**config.mk**
```make
export PLATFORM = sky130hd
export DESIGN_NAME = impuls_tx
export DESIGN_NICKNAME = d
export VERILOG_FILES = /design/src/rtl/impuls_tx.sv
export SDC_FILE = /design/constraint.sdc
export NUM_CORES = 1
export LEC_CHECK = 0
export BUFFER_PORTS_ARGS = -buffer_cell sky130_fd_sc_hd__buf_2
export CAP_MARGIN = 25
export CORE_MARGIN = 10
export CORE_UTILIZATION = 35
export DETAILED_ROUTE_END_ITERATION = 16
export PLACE_DENSITY = 0.58
export REMOVE_ABC_BUFFERS = 1
export SLEW_MARGIN = 20
export SYNTH_ARGS = -nofsm -noshare
export SYNTH_HDL_FRONTEND = slang
export SYNTH_SLANG_ARGS = --single-unit
```
**constraint.sdc**
```tcl
create_clock -name clock -period 4.4 [get_ports clock]
set_input_delay 0.66 -clock clock [delete_from_list [all_inputs] [get_ports clock]]
set_output_delay 0.66 -clock clock [all_outputs]
set_load 0.02 [all_outputs]
```
**src/rtl/impuls_tx.sv**
```systemverilog
// impuls_tx: millisecond-timed impulse transmitter.
// On an accepted start it emits `count` pulses on `impuls`, each `high_ms`
// msec ticks high, separated by `low_ms` ticks low. Pulses begin on a tick
// boundary and the train ends with a one-cycle `done` strobe.
// Optional feature: define IMPULS_TX_ABORT_EN to add the `abort` input,
// which stops a running train without issuing `done`.
module impuls_tx #(
  parameter int CNT_W    = 8,
  parameter int DEF_HIGH = 18
) (
  input  logic             clock,
  input  logic             reset,
  input  logic             msec,
  input  logic             start,
  input  logic [CNT_W-1:0] high_ms,
  input  logic [CNT_W-1:0] low_ms,
  input  logic [CNT_W-1:0] count,
`ifdef IMPULS_TX_ABORT_EN
  input  logic             abort,
`endif
  output logic             impuls,
  output logic             busy,
  output logic             done,
  output logic [CNT_W-1:0] sent
);

  typedef enum logic [2:0] {
    IDLE,
    ALIGN,
    HIGH,
    LOW,
    FINISH
  } state_t;

  state_t           state;
  logic             msec_d;
  logic [CNT_W-1:0] rem;
  logic [CNT_W-1:0] high_l;
  logic [CNT_W-1:0] low_l;
  logic [CNT_W-1:0] count_l;

  logic             tick;
  logic             abort_req;
  logic [CNT_W-1:0] sent_nx;
  logic [CNT_W-1:0] high_sel;
  logic [CNT_W-1:0] low_sel;
  logic [CNT_W-1:0] count_sel;

  // Tick detect, next pulse number and zero-substituted train parameters.
  // NOTE: every always_comb output gets an unconditional assignment first,
  // so no path through the block can leave a value held (no latch).
  always_comb begin
    tick      = msec & ~msec_d;
    sent_nx   = sent + 1'b1;
    high_sel  = (high_ms == '0) ? CNT_W'(DEF_HIGH) : high_ms;
    low_sel   = (low_ms  == '0) ? CNT_W'(1)        : low_ms;
    count_sel = (count   == '0) ? CNT_W'(1)        : count;
`ifdef IMPULS_TX_ABORT_EN
    abort_req = abort;
`else
    abort_req = 1'b0;
`endif
  end

  // Train sequencer: state, phase countdown and all registered outputs.
  // NOTE: sequential state uses non-blocking assignments so every register
  // samples the pre-edge values, independent of statement order.
  always_ff @(posedge clock) begin
    if (reset) begin
      state   <= IDLE;
      msec_d  <= 1'b0;
      rem     <= '0;
      high_l  <= '0;
      low_l   <= '0;
      count_l <= '0;
      impuls  <= 1'b0;
      busy    <= 1'b0;
      done    <= 1'b0;
      sent    <= '0;
    end else begin
      msec_d <= msec;
      done   <= 1'b0;
      case (state)
        IDLE: begin
          // A tick coinciding with start is deliberately dropped: ALIGN
          // only reacts to ticks detected after this edge.
          if (start) begin
            high_l  <= high_sel;
            low_l   <= low_sel;
            count_l <= count_sel;
            sent    <= '0;
            busy    <= 1'b1;
            state   <= ALIGN;
          end
        end
        ALIGN: begin
          if (abort_req) begin
            impuls <= 1'b0;
            busy   <= 1'b0;
            state  <= IDLE;
          end else if (tick) begin
            impuls <= 1'b1;
            rem    <= high_l;
            state  <= HIGH;
          end
        end
        HIGH: begin
          if (abort_req) begin
            impuls <= 1'b0;
            busy   <= 1'b0;
            state  <= IDLE;
          end else if (tick) begin
            if (rem == CNT_W'(1)) begin
              impuls <= 1'b0;
              sent   <= sent_nx;
              if (sent_nx == count_l) begin
                done  <= 1'b1;
                state <= FINISH;
              end else begin
                rem   <= low_l;
                state <= LOW;
              end
            end else begin
              rem <= rem - 1'b1;
            end
          end
        end
        LOW: begin
          if (abort_req) begin
            impuls <= 1'b0;
            busy   <= 1'b0;
            state  <= IDLE;
          end else if (tick) begin
            if (rem == CNT_W'(1)) begin
              impuls <= 1'b1;
              rem    <= high_l;
              state  <= HIGH;
            end else begin
              rem <= rem - 1'b1;
            end
          end
        end
        FINISH: begin
          // done was raised on the entry edge; drop it with busy here.
          busy  <= 1'b0;
          state <= IDLE;
        end
        default: begin
          impuls <= 1'b0;
          busy   <= 1'b0;
          state  <= IDLE;
        end
      endcase
    end
  end

endmodule

```
Yosys cells after proc, flatten, opt, wreduce, memory -nomap -nowiden --
Index checks and enable logic that the tools add are counted.
Cells by class: add/subtract/negate cells 2, equal/unequal tests 13, multiplexer cells 31, bitwise logic cells 7, reductions and logical operators 15
Operator list (count):
- $mux W8 | 12
- $logic_not A8 Y1 | 3
- $pmux W8 S3 | 1
- $mux W3 | 7
- $pmux W8 S2 | 1
- $ne A2 B2 Y1 const B | 6
- $pmux W3 S4 | 1
- $reduce_and A6 Y1 | 2
- $add A8 B1 Y8 const B | 1
- $eq A8 B1 Y1 const B | 1
- $eq A8 B8 Y1 | 1
- $sub A8 B1 Y8 const B | 1
- $mux W1 | 7
- $eq A3 B2 Y1 const B | 2
- $not A1 Y1 | 6
- $reduce_and A5 Y1 | 1
- $pmux W1 S4 | 1
- $reduce_and A2 Y1 | 2
- $reduce_and A4 Y1 | 1
- $reduce_or A4 Y1 | 1
- $eq A3 B1 Y1 const B | 1
- $eq A3 B3 Y1 const B | 1
- $logic_not A3 Y1 | 1
- $ne A3 B3 Y1 const B | 1
- 6 further kinds | 6
Storage, ports and cells: register bits after elaboration 47, bits of input ports 28, output and inout port bits 11, logic and storage cells 78

Depth between registers and ports, before layout --
depth after elaboration 6, mapped depth 9

Worst setup path before layout --
Ideal clock, no wire load.
kind reg-to-reg, from reg sent[0], to reg rem[0], library setup time 121 ps, data arrival time 2551 ps, setup slack 1728 ps, stages on the path, launching flop included 10, path buffers 2, period minus slack after synthesis 2672 ps, cell sequence dfxtp_1 ha_1 clkbuf_1 xor2_1 o2111ai_1 o211ai_1 or4_1 buf_2 o21ai_4 mux2_4
On the way: word-level cells in the longest chain between the ends 4
RTL lines:
- from (decl) | line 24 | output logic [CNT_W-1:0] sent
- from (signal assigned) | line 115 | sent <= sent_nx;
- $add A8 B1 Y8 | line 54 | sent_nx = sent + 1'b1;
- $eq A8 B8 Y1 | line 116 | if (sent_nx == count_l) begin
- $ne A3 B3 Y1 (no source line)
- $reduce_and A5 Y1 (no source line)
- to (signal assigned) | line 120 | rem <= low_l;
- to (signal assigned) | line 124 | rem <= rem - 1'b1;
- to (signal assigned) | line 136 | rem <= high_l;
- to (decl) | line 37 | logic [CNT_W-1:0] rem;
No other way between the ends. A chain may end at the register's enable or synchronous reset.

Worst setup path in the final report --
Same ends and word-level chain as after synthesis.

==> run metrics <==
GP Congestion 0.854; Synth Register Bits 47; initial antenna violation count 0; area share of the largest cell type after synthesis 0.386; max-cap viol count 0; outcome finished clean; Worst-Margin Slew 0.894 ns; crit-path max FO 10; via count 2,281; PD cells 363 nW/um^2; RSZ-0062 raised after global routing no; TritonCTS clock tree yes; cell family with most CP delay compound AO/OA/AOI/OAI gates; CP required 4.59 ns; Top Ports 39; Final ANT Viol Nets 0; layout cells sized above 1 0.167; Setup CP Type register to register; clk root buf clkbuf_8; CTS Buf Count 5; chip height 103 um; commonest non-fill, non-tap cell in the layout nand2_1; Area contributors post-synth dfxtp_1, a21oi_1, nand2_1, o21ai_0, nor2_1; Slew headroom 0.402; most frequent cells in the layout nand2_1, dfxtp_1, a21oi_1, buf_2, nor2_1; worst path bufs/invs 0; Top FF cell, synth dfxtp_1; detail-routed via count per cell 5.21; fin crit share 0.612; vias in the first global route 2,153; CP max stage delay 0.62 ns; CP cell instances ha_1 -> xor2_1 -> o2111ai_1 -> o211ai_1 -> or4_1 -> o21ai_4 -> mux2_4; Final Max Tran Viols 0; f_max 371 MHz; async set-reset flop share out of synthesis 0; library cells used by synthesis 51; final hold vios 0; Syn. warnings 0; post-DP HPWL 4710 um; Bufs on Longest Clock Path 2; Initial Util 0.358; H-Tree Depth 2; Post-CTS Resized 0; count of input and output buffers 38; HP Class register to register; min Tclk post-route 2.69 ns; clock-pin slew on the worst setup and hold paths 0.09 ns; crit start category register; first-pass GRT wire length 10,600 um; Final Setup Violations 0; largest net degree at the start of global routing 44; layout overhead on the synthesized area 16.5%; DRC Markers 0; GRT Resource Usage Total 0.124; num rows 30; EDFF count, synth 0; Static Leak 0.00112 uW; die width 103 um; Skew-Pair Late Insertion Delay 0.30 ns; setup bufs post-CTS 0; WL/cell 14.7 um; post-synthesis sequential area ratio 0.386; synthesized cell area 2430 um^2; routed wire length 6460 um; Slowest-stage cell, CP or4_1; Pre-antenna DRT Iters 4; nets 372; core area 6790 um^2; Worst VDD drop 190 uV; post-synthesis average cell area 7.85 um^2; WP data arrival 2.89 ns; hold buffer count at cts 0; Final Util 0.418; 1st-iter DRT viols 166; post-synth top area cell dfxtp_1; Mapped Cells 310; grt ovf 0; Total Neg Setup Slack 0 ns; antenna fix cells 0; Layout Skew 0.00181 ns; DIE AREA 10,700 um^2; nature of the critical path endpoint register; Sinks on Clock Net 47
final timing paths:
check | from | endpoint | slack [ns] | cells past startpoint
hold reg to reg | high_l[2] | high_l[2] | 0.46 | 2
setup reg to reg | sent[0] | rem[0] | 1.71 | 7
setup / recovery | sent[0] | rem[0] | 1.71 | 7
hold / removal | high_l[2] | high_l[2] | 0.46 | 2
cells in the mapped netlist, drive strengths merged, types with 4 or more instances:
cell	number
a21oi	45
xnor2	7
nor4	6
nor2	21
nor3	10
xor2	5
clkbuf	13
nand3	7
dfxtp	47
nand2	50
or3	4
o21ai	20
inv	11
and3	5
nor2b	6
per-stage QoR:
step | hold slack [ns] | power [uW] | setup slack [ns] | instances | cell area, um^2
after floorplan | 0.426 | 598 | 1.82 | 294 | 2370
after global placement | 0.441 | 658 | 1.80 | 429 | 2690
after detailed placement | 0.449 | 659 | 1.73 | 429 | 2690
after CTS | 0.461 | 1030 | 1.71 | 437 | 2820
after global routing | 0.478 | 1080 | 1.52 | 438 | 2840
final | 0.462 | 1030 | 1.71 | 438 | 2840
logic make-up after synthesis:
kind of cell               Yosys count  share of synthesized area
adders and majority gates            3                     0.0154
DFF                                 47                      0.386
xor gates and xnor gates            12                     0.0432
buffers and inverters               27                     0.0427
AOI/OAI and AO/OA                   88                      0.217
muxes                                6                     0.0308
and+or+nand+nor                    127                      0.265
where the power goes:
group	switching, uW	internal (uW)
Combinational	107	71.2
Clock	148	227
Sequential	23.7	453
Total	278	751
tightest hold or removal path: stages, from the launching register on:
cell	delay (ns)
dfxtp_1	0.32
nand2_1	0.05
a21oi_1	0.05
layer usage:
metal,share of wire,vias up,GRT usage
met5,0,-,0
met4,0.011,0,0.0481
li1,-,1168,-
met3,0.036,4,0.0173
met1,0.51,1054,0.176
met2,0.44,55,0.183
registers in the layout (all words and copies together) (netlist names):
register  count
impuls        1
high_l        8
done          1
busy          1
rem           8
msec_d        1
count_l       8
state         3
sent          8
low_l         8
cell type report:
cell class	count	area, um^2
timing repair buffer	40	213
clock inverter	2	60.1
multi-input combinational	236	1390
fill	711	3960
inverter	11	41.3
sequential	47	941
clock buffer	6	72.6
tap	96	120
Note: power is estimated with default switching activity, not from simulation.
